[src/rtl/uart_tx_arb.sv]
// Frame-level round-robin arbiter in front of the UART TX FIFO write port.
// A grant lasts until a byte flagged last is written, or until the owner stalls for TIMEOUT cycles.
module uart_tx_arb #(
  parameter int NUM_REQ = 2,
  parameter int TIMEOUT = 255,
  parameter int CNT_W   = 16
) (
  input  logic                 clk,
  input  logic                 rst_n,
  input  logic [NUM_REQ-1:0]   req_valid_i,
  input  logic [8*NUM_REQ-1:0] req_data_i,
  input  logic [NUM_REQ-1:0]   req_last_i,
  output logic [NUM_REQ-1:0]   req_ready_o,
  output logic [31:0]          tx_fifo_wdata_o,
  output logic                 tx_wr_en_o,
  input  logic                 tx_full_i,
  output logic [2:0]           grant_id_o,
  output logic                 busy_o,
  output logic                 timeout_err_o,
  input  logic                 err_clr_i
);

  typedef enum logic {IDLE, GRANT} state_e;

  state_e           state_q;
  logic [2:0]       grant_id_q;
  logic [2:0]       rr_ptr_q;
  logic [CNT_W-1:0] cnt_q;
  logic [7:0]       wdata_q;
  logic             busy_q;
  logic             timeout_err_q;

  logic [NUM_REQ-1:0]   grant_oh;
  logic [7:0]           req_byte [NUM_REQ];
  logic [7:0]           g_byte;
  logic                 g_valid;
  logic                 g_last;
  logic [2*NUM_REQ-1:0] valid_dbl;
  logic                 pick_found;
  logic [2:0]           pick_idx;
  logic                 stall_fire;
  logic                 accept_en;
  logic                 xfer;

  for (genvar gi = 0; gi < NUM_REQ; gi++) begin : g_req
    assign req_byte[gi] = req_data_i[8*gi +: 8];
    assign grant_oh[gi] = (grant_id_q == 3'(gi));
  end

  always_comb begin
    g_byte = '0;
    for (int i = 0; i < NUM_REQ; i++) begin
      if (grant_oh[i]) g_byte = req_byte[i];
    end
  end

  assign g_valid = |(req_valid_i & grant_oh);
  assign g_last  = |(req_last_i & grant_oh);

  // Doubled valid vector turns the modulo scan from rr_ptr+1 into a plain window;
  // scanning downward leaves the lowest in-window hit, i.e. the first in round-robin order.
  assign valid_dbl = {req_valid_i, req_valid_i};

  always_comb begin
    pick_found = 1'b0;
    pick_idx   = '0;
    for (int j = 2*NUM_REQ-1; j >= 0; j--) begin
      if (valid_dbl[j] && (j > int'(rr_ptr_q)) && (j <= int'(rr_ptr_q) + NUM_REQ)) begin
        pick_found = 1'b1;
        pick_idx   = (j >= NUM_REQ) ? 3'(j - NUM_REQ) : 3'(j);
      end
    end
  end

  // The release cycle accepts nothing, so a late-arriving byte waits for a fresh grant.
  assign stall_fire = (state_q == GRANT) && (cnt_q == CNT_W'(TIMEOUT));
  assign accept_en  = (state_q == GRANT) && !tx_full_i && !stall_fire;
  assign xfer       = accept_en && g_valid;

  assign req_ready_o     = accept_en ? grant_oh : '0;
  assign tx_wr_en_o      = xfer;
  assign tx_fifo_wdata_o = {24'b0, xfer ? g_byte : wdata_q};
  assign grant_id_o      = grant_id_q;
  assign busy_o          = busy_q;
  assign timeout_err_o   = timeout_err_q;

  always_ff @(posedge clk or negedge rst_n) begin
    if (!rst_n) begin
      state_q       <= IDLE;
      grant_id_q    <= '0;
      rr_ptr_q      <= 3'(NUM_REQ - 1);
      cnt_q         <= '0;
      wdata_q       <= '0;
      busy_q        <= 1'b0;
      timeout_err_q <= 1'b0;
    end else begin
      if (err_clr_i) timeout_err_q <= 1'b0;
      case (state_q)
        IDLE: begin
          if (pick_found) begin
            grant_id_q <= pick_idx;
            busy_q     <= 1'b1;
            cnt_q      <= '0;
            state_q    <= GRANT;
          end
        end
        GRANT: begin
          if (stall_fire) begin
            state_q       <= IDLE;
            busy_q        <= 1'b0;
            rr_ptr_q      <= grant_id_q;
            cnt_q         <= '0;
            timeout_err_q <= 1'b1;
          end else if (xfer) begin
            wdata_q <= g_byte;
            cnt_q   <= '0;
            if (g_last) begin
              state_q  <= IDLE;
              busy_q   <= 1'b0;
              rr_ptr_q <= grant_id_q;
            end
          end else if (!g_valid) begin
            cnt_q <= cnt_q + CNT_W'(1);
          end
        end
        default: state_q <= IDLE;
      endcase
    end
  end

endmodule

[config.mk]
export PLATFORM = sky130hd
export DESIGN_NAME = uart_tx_arb
export DESIGN_NICKNAME = d
export VERILOG_FILES = /design/src/rtl/uart_tx_arb.sv
export SDC_FILE = /design/constraint.sdc
export NUM_CORES = 1
export LEC_CHECK = 0
export BUFFER_PORTS_ARGS = -buffer_cell sky130_fd_sc_hd__buf_2
export CAP_MARGIN = 20
export CORE_ASPECT_RATIO = 1.25
export CORE_MARGIN = 5
export CORE_UTILIZATION = 25
export CTS_CLUSTER_DIAMETER = 30
export DETAILED_ROUTE_END_ITERATION = 12
export SYNTH_ARGS = -nofsm -noshare
export SYNTH_HDL_FRONTEND = slang
export SYNTH_SLANG_ARGS = --single-unit
[constraint.sdc]
create_clock -name clk -period 5.6 [get_ports clk]
set_input_delay 0.56 -clock clk [delete_from_list [all_inputs] [get_ports clk]]
set_output_delay 0.56 -clock clk [all_outputs]
set_load 0.05 [all_outputs]
==> results of run 1 <==
-- cell families (layout without fill, tap and decap cells) --
| kind of cell | Yosys count | count (layout) | synth area share (%) |
|---|---|---|---|
| DFF | 29 | 29 | 39.74 |
| AOI/OAI and AO/OA | 56 | 56 | 17.85 |
| and+or+nand+nor | 68 | 68 | 19.63 |
| adders and majority gates | 1 | 1 | 0.6839 |
| muxes | 13 | 13 | 7.250 |
| buffers and inverters | 41 | 53 | 14.64 |
| other | 1 | 26 | 0.2050 |
-- power by group through the flow --
stage               sequential, mW  combinational, mW  clock [mW]
floorplan                    0.317              0.364           0
global placement             0.318              0.434           0
detailed placement           0.320              0.436           0
CTS                          0.317              0.437       0.236
global route                 0.325              0.471       0.246
finish                       0.316              0.434       0.230
-- critical path, cell delays in order (launching register included) --
cell and delay (ns):
dfrtp_1 0.40, ha_1 0.23, nand3_1 0.30, o41ai_4 0.62
or3_1 0.58, nand2_1 0.13, o21ai_0 0.11, buf_2 0.30
-- layout make-up --
cell class | instances | area (sq um)
Clock buffer | 6 | 82.58
Clock inverter | 2 | 37.54
Fill cell | 776 | 4959
Inverter | 8 | 30.03
Multi-Input combinational cell | 164 | 928.4
Sequential cell | 29 | 726.9
Tap cell | 90 | 112.6
Timing Repair Buffer | 37 | 185.2
-- placed cells by master (no fill, tap or decap), drive strengths merged, types with 2 or more instances in the layout --
master and instances:
o21ai 41, buf 37, dfrtp 28, conb 26, nand2 22, mux2i 11, nand3 10, inv 8
nor3 7, nor2 7, a21oi 7, or3 6, clkbuf 6, and3 3, nor4 3, nand4 2
mux2 2, and4 2, nand2b 2, or4 2, o41ai 2
-- registers in the layout, indices dropped and copies added (netlist names) --
name and cells:
busy_o 1, cnt_q 16, grant_id_o 1, rr_ptr_q 1, state_q 1, timeout_err_o 1
wdata_q 8
-- final timing paths --
check | startpoint | end | cells past startpoint
hold reg to reg | wdata_q[1] | wdata_q[1] | 2
max in group asynchronous | rst_n | cnt_q[7] | 1
min in group clk | err_clr_i | timeout_err_o | 2
hold / removal | rst_n | cnt_q[2] | 1
setup / recovery | cnt_q[0] | tx_fifo_wdata_o[0] | 7
setup reg to reg | cnt_q[0] | wdata_q[6] | 5
-- metal layers --
layer / wire, microns / vias up / share of wire [%]
li1: - / 758 / -
met1: 1701 / 695 / 42
met2: 1903 / 67 / 47
met3: 382 / 5 / 9.4
met4: 68 / 0 / 1.7
met5: 0 / - / 0
-- metrics by stage --
stage               setup WS (ns)  hold slack [ns]  power (mW)
floorplan                   2.232           0.2644      0.6808
global placement            2.436           0.4517      0.7524
detailed placement          2.371           0.4548      0.7561
CTS                         2.053           0.3149      0.9899
global route                1.785           0.3493       1.042
finish                      2.077           0.2995      0.9791
==> results_dict.tcl, run 1 <==
set metrics [dict create \
    met1_usage_pct 11.33 \
    clk_pin_slew_ns 0.07 \
    gr-usage-met3_pct 3.669 \
    finalCritPeriodShare_pct 62.92 \
    min_path_type "input port to async pin" \
    stdcell_area_sq_mm 0.002103 \
    power_density_mw_per_mm2 465.5 \
    cts_root_buf "clkbuf_8" \
    combPwrFrac_pct 44.3 \
    pwr-share-clk_pct 23.4 \
    drt_iter0_markers 106 \
    crit_fanout 25 \
    placedCellCount 328 \
    r2r_setup_slack_ns 3.14 \
    dr.pass1.iters 4 \
    async_flop_share_pct 100.0 \
    globalplace.congestion 0.8242 \
    dpl_cell_area_sq_mm 0.001983 \
    finalCriticalPeriod_ns 3.523 \
    antenna_found_initial 0 \
    utilization_pct 29.78 \
    rows 34 \
    viasPerCell 4.539 \
    cts_tree "done" \
    drc 0 \
    synth.avg_cell_area_sq_um 8.752 \
    post_drt_wl_per_cell_microns 12.07 \
    required_ns 5.04 \
    diodes 0 \
    cts.sinks 29 \
    portBuffers 37 \
    fin_skew_ns 0.003832 \
    holdBufCountCts 0 \
    switching_share_pct 46.90 \
    grt_usage_pct 9.524 \
    synth_area_leaders "dfrtp_1, buf_4, o21ai_0" \
    area_delta_synth_final_pct 14.98 \
    final_nets 270 \
    rsz0062_at_grt "no" \
    leakage_nw 0.9672 \
    setup_viol 0 \
    synth_top_area_share_pct 38.30 \
    overflow 0 \
    vias 1525 \
    tns_ns 0 \
    fp.dieH_microns 105.6 \
    ir_drop_uv 263.9 \
    dieWidth_microns 86.51 \
    synth_common_cells "o21ai_0, buf_4, dfrtp_1" \
    ys_ff_latch 29 \
    drive_gt1_share_pct 21.14 \
    path_class "register to output pin" \
    post_cts_buffers 0 \
    pwr-share-seq_pct 32.3 \
    htreeDepth 2 \
    grt_pass1_wl_microns 6975 \
    dp_hpwl_microns 2996 \
    pin_count 64 \
    synth_cell_type_count 38 \
    p_int_mw 0.5199 \
    outcome "completed" \
    ctsResizeCount 0 \
    synth_edf_count 0 \
    cap_violations 0 \
    yosysTopAreaCell "dfrtp_1" \
    seq_area_frac_synth_pct 39.74 \
    ant_nets 0 \
    cts_made_buffers 5 \
    p_sw_mw 0.4592 \
    startpoint_type "register" \
    synth_most_common_cell "o21ai_0" \
    drv_slew 0 \
    grt_pass1_vias 1462 \
    top_usage_layer "met2" \
    dieArea_sq_mm 0.009138 \
    synthesis.area_sq_mm 0.001829 \
    clk_latency_ns 0.28 \
    cts_buffer_depth 2 \
    synth_warnings 0 \
    start_util_pct 25.90 \
    finalHoldViolCount 0 \
    core_sq_mm 0.007062 \
    syn-instance-count 209 \
    cp.arrival_ns 2.96 \
    tightest_slew_ns 0.6951 \
    met2_usage_pct 15.21 \
    grt_max_degree 30 \
    fin_cells 336 \
    crit_path_end_kind "output pin" \
    wl_microns 4056 \
    slew_headroom_pct 53.66 \
    fmax_mhz 283.8 \
    synth_ff_type "dfrtp_1" \
]
No activity file was read; power rests on OpenSTA's default activity.
==> inputs of run 2 (changes only) <==
==> constraint.sdc (replaced) <==
create_clock -name clk -period 2.9 [get_ports clk]
set_input_delay 0.29 -clock clk [delete_from_list [all_inputs] [get_ports clk]]
set_output_delay 0.29 -clock clk [all_outputs]
set_load 0.05 [all_outputs]
==> results_dict.tcl, run 2 (same netlist as run 1, synthesis figures left out) <==
set metrics [dict create \
    cts_made_buffers 5 \
    fin_skew_ns 0.006747 \
    crit_path_end_kind "output pin" \
    final_common_cell "buf_2" \
    clk_latency_ns 0.28 \
    drv_slew 0 \
    globalplace.congestion 0.7840 \
    drc 0 \
    grt_usage_pct 9.321 \
    whs_ns 0.04382 \
    top_regs "cnt_q x16, wdata_q x8" \
    finalCritPeriodShare_pct 95.43 \
    largest_reg_flops 16 \
    holdBufCountCts 0 \
    drt_iter0_markers 62 \
    viasPerCell 4.540 \
    rows 34 \
    clk_pin_slew_ns 0.06 \
    post_cts_buffers 0 \
    path_class "register to output pin" \
    crit_buf_inv 2 \
    dp_hpwl_microns 3104 \
    fp.dieH_microns 105.6 \
    rsz0062_at_grt "no" \
    dieWidth_microns 86.51 \
    fin_ws_ns 0.1324 \
    cts.sinks 29 \
    vias 1539 \
    grt_pass1_vias 1492 \
    post_drt_wl_per_cell_microns 11.99 \
    wl_microns 4064 \
    grt_max_degree 30 \
    cap_violations 0 \
    portBuffers 37 \
    final_nets 273 \
    overflow 0 \
    ant_nets 0 \
    leakage_nw 0.9639 \
    diodes 0 \
    setup_viol 0 \
    final_cell_mix "buf_2, o21ai_0, dfrtp_1" \
    core_sq_mm 0.007062 \
    start_util_pct 25.90 \
    grt_pass1_wl_microns 6975 \
    finalCriticalPeriod_ns 2.768 \
    dieArea_sq_mm 0.009138 \
    cp.arrival_ns 2.48 \
    tns_ns 0 \
    min_path_type "input port to async pin" \
    dr.pass1.iters 4 \
    required_ns 2.61 \
    slew_headroom_pct 54.42 \
    cts_root_buf "clkbuf_8" \
    power_density_mw_per_mm2 852.7 \
    outcome "completed" \
    critPathMaxStageDelay_ns 0.59 \
    tightest_slew_ns 0.6792 \
    area_delta_synth_final_pct 14.30 \
    finalHoldViolCount 0 \
    regMostFlops "cnt_q" \
    htreeDepth 2 \
    cts_tree "done" \
    cts_buffer_depth 2 \
    path_cells "or4_4 -> o41ai_4 -> or3_1 -> buf_4 -> nand2_1 -> o21ai_0 -> buf_2" \
    antenna_found_initial 0 \
    drive_gt1_share_pct 21.29 \
    crit_slowest_cell "or4_4" \
    crit_fanout 25 \
    startpoint_type "register" \
    pre_cts_ws_ns 0.3826 \
    critical-path-top-delay-family "simple AND/OR/NAND/NOR gates" \
    ir_drop_uv 549.8 \
    fmax_mhz 361.3 \
    pin_count 64 \
]
run 2: final timing paths:
| check | startpoint | end | slack (ns) | depth (start not counted) |
|---|---|---|---|---|
| max in group asynchronous | rst_n | wdata_q[2] | 2.42 | 1 |
| worst min-delay path | rst_n | cnt_q[3] | 0.04 | 1 |
| worst max register to register | cnt_q[8] | cnt_q[9] | 0.68 | 6 |
| worst min register to register | wdata_q[0] | wdata_q[0] | 0.47 | 2 |
| worst max-delay path | cnt_q[8] | tx_fifo_wdata_o[7] | 0.13 | 7 |
| min in group clk | err_clr_i | timeout_err_o | 0.18 | 2 |
run 2: cell type report:
| type | instances | area [sq um] |
|---|---|---|
| fill | 788 | 4971 |
| multi-input combinational | 164 | 933.4 |
| sequential | 29 | 726.9 |
| timing repair buffer | 40 | 207.7 |
| tap | 90 | 112.6 |
| clock buffer | 8 | 80.08 |
| inverter | 8 | 30.03 |
run 2: what timing repair did:
action                                 4_1_cts  5_1_grt
endpoints found under the hold margin        0        0
resized for setup                            0        1
setup endpoints to repair                    0        8
run 2: per-stage QoR:
stage               cells  cell area (sq um)  power, mW  utilization [%]
finish                339               2091      1.783            29.61
global route          339               2091      1.908            29.61
CTS                   339               2086      1.804            29.54
detailed placement    331               2006      1.481            28.40
global placement      331               2006      1.471            28.40
floorplan             234               1923      1.315                -
run 2: worst reg2reg max path: stages (launching register included):
cell      delay, ns
dfrtp_1        0.42
or4_4          0.59
o41ai_4        0.32
buf_4          0.20
o21bai_2       0.23
o21ai_0        0.23
o21ai_0        0.12
run 2: layer usage:
layer	wire [microns]	global-route usage [%]	share of wire [%]	vias up
met5	0	0	0	-
met4	43	2.673	1.1	0
met3	279	2.420	6.9	7
met2	1936	15.37	48	54
met1	1804	11.92	44	708
li1	-	-	-	770
run 2: power by group:
group	switching (mW)	internal [mW]	leakage [nW]	total, mW
clock network	0.143	0.170	0.0395	0.313
registers	0.0631	0.510	0.377	0.573
logic	0.665	0.231	0.548	0.896
total	0.871	0.912	0.964	1.78
==> inputs of run 3 (changes only) <==
==> constraint.sdc (replaced) <==
create_clock -name clk -period 2.9 [get_ports clk]
set_input_delay 0.145 -clock clk [delete_from_list [all_inputs] [get_ports clk]]
set_output_delay 0.145 -clock clk [all_outputs]
set_load 0.05 [all_outputs]
==> results_dict.tcl, run 3 (same netlist as run 1, synthesis figures left out) <==
set metrics [dict create \
    outcome "completed" \
    fin_ws_ns 0.3015 \
    critical-path-top-delay-family "simple AND/OR/NAND/NOR gates" \
    grt_usage_pct 9.482 \
    htreeDepth 2 \
    required_ns 2.76 \
    finalCritPeriodShare_pct 89.60 \
    area_delta_synth_final_pct 15.39 \
    ant_nets 0 \
    wl_microns 4047 \
    setup_viol 0 \
    pin_count 64 \
    cts_tree "done" \
    dieArea_sq_mm 0.009138 \
    power_mw 1.795 \
    path_class "register to output pin" \
    cts_buffer_depth 2 \
    cap_violations 0 \
    rows 34 \
    dp_hpwl_microns 3036 \
    globalplace.congestion 0.8192 \
    grt_max_degree 30 \
    post_drt_wl_per_cell_microns 11.87 \
    pre_cts_ws_ns 0.5707 \
    dieWidth_microns 86.51 \
    startpoint_type "register" \
    viasPerCell 4.587 \
    portBuffers 37 \
    clk_pin_slew_ns 0.06 \
    final_cell_mix "buf_2, o21ai_0, dfrtp_1" \
    fin_skew_ns 0.005705 \
    crit_buf_inv 2 \
    final_nets 275 \
    finalCriticalPeriod_ns 2.598 \
    dr.pass1.iters 5 \
    crit_path_end_kind "output pin" \
    vias 1564 \
    drive_gt1_share_pct 22.31 \
    grt_pass1_wl_microns 6996 \
    cp.arrival_ns 2.45 \
    regMostFlops "cnt_q" \
    crit_fanout 25 \
    finalHoldViolCount 0 \
    path_cells "or4_4 -> o41ai_4 -> or3_1 -> buf_4 -> nand2_1 -> o21ai_0 -> buf_2" \
    core_sq_mm 0.007062 \
    grt_pass1_vias 1543 \
    ir_drop_uv 563.8 \
    power_density_mw_per_mm2 850.5 \
    clk_latency_ns 0.28 \
    cts.sinks 29 \
    min_path_type "input port to register" \
    whs_ns 0.03821 \
    drc 0 \
    leakage_nw 0.9786 \
    start_util_pct 25.90 \
    utilization_pct 29.89 \
    overflow 0 \
    post_cts_buffers 0 \
    rsz0062_at_grt "no" \
    largest_reg_flops 16 \
    drt_iter0_markers 63 \
    tightest_slew_ns 0.6592 \
    drv_slew 0 \
    fmax_mhz 384.8 \
    top_regs "cnt_q x16, wdata_q x8" \
    cts_root_buf "clkbuf_8" \
    slew_headroom_pct 56.02 \
    cts_made_buffers 5 \
    diodes 0 \
    crit_slowest_cell "or4_4" \
    final_common_cell "buf_2" \
    fp.dieH_microns 105.6 \
    critPathMaxStageDelay_ns 0.59 \
    antenna_found_initial 0 \
]
-- run 3: cell count changes in the layout (fill, tap and decap cells not counted), sizes merged --
cell,delta
clkinv,+2
dlygate4sd3,+1
buf,+1
clkbuf,-2
-- run 3: stage by stage --
stage          area [sq um]  std cells  setup TNS [ns]
2_1_floorplan          1923        234         -0.4240
3_3_place_gp           2013        332               0
3_5_place_dp           2013        332               0
4_1_cts                2106        341               0
5_1_grt                2111        341               0
6_report               2111        341               0
-- run 3: power by group --
part           total, mW  internal [mW]  leakage (nW)  switching [mW]
clock network      0.318          0.166        0.0450           0.153
registers          0.580          0.510         0.377          0.0696
logic              0.897          0.238         0.557           0.660
total               1.80          0.914         0.979           0.882
-- run 3: worst paths after layout --
kind	depth (start not counted)	endpoint	slack [ns]	from
setup reg to reg	6	cnt_q[15]	0.71	cnt_q[8]
hold reg to reg	2	wdata_q[7]	0.47	wdata_q[7]
min in group asynchronous	2	cnt_q[3]	0.43	rst_n
max in group asynchronous	2	wdata_q[2]	2.06	rst_n
hold / removal	2	timeout_err_o	0.04	err_clr_i
setup / recovery	7	tx_fifo_wdata_o[3]	0.30	cnt_q[8]
-- run 3: final cells by class --
| type | count | area, sq um |
|---|---|---|
| flip-flops and latches | 29 | 726.9 |
| well taps | 90 | 112.6 |
| fillers | 797 | 4951 |
| inverters | 8 | 30.03 |
| clock inverters | 2 | 10.01 |
| repair buffers | 42 | 225.2 |
| multi-input cells | 164 | 933.4 |
| clock buffers | 6 | 72.57 |
-- run 3: what timing repair did --
action                     CTS  global route
setup endpoints to repair    0             3
hold buffers                 1             0
hold endpoints to repair    28             0
resized for setup            0             1
-- run 3: per-layer routing --
layer / GRT usage (%) / part of all wire [%] / vias up
li1: - / - / 773
met1: 11.25 / 42 / 715
met2: 15.32 / 47 / 66
met3: 3.201 / 8.1 / 10
met4: 4.343 / 2.7 / 0
met5: 0 / 0 / -
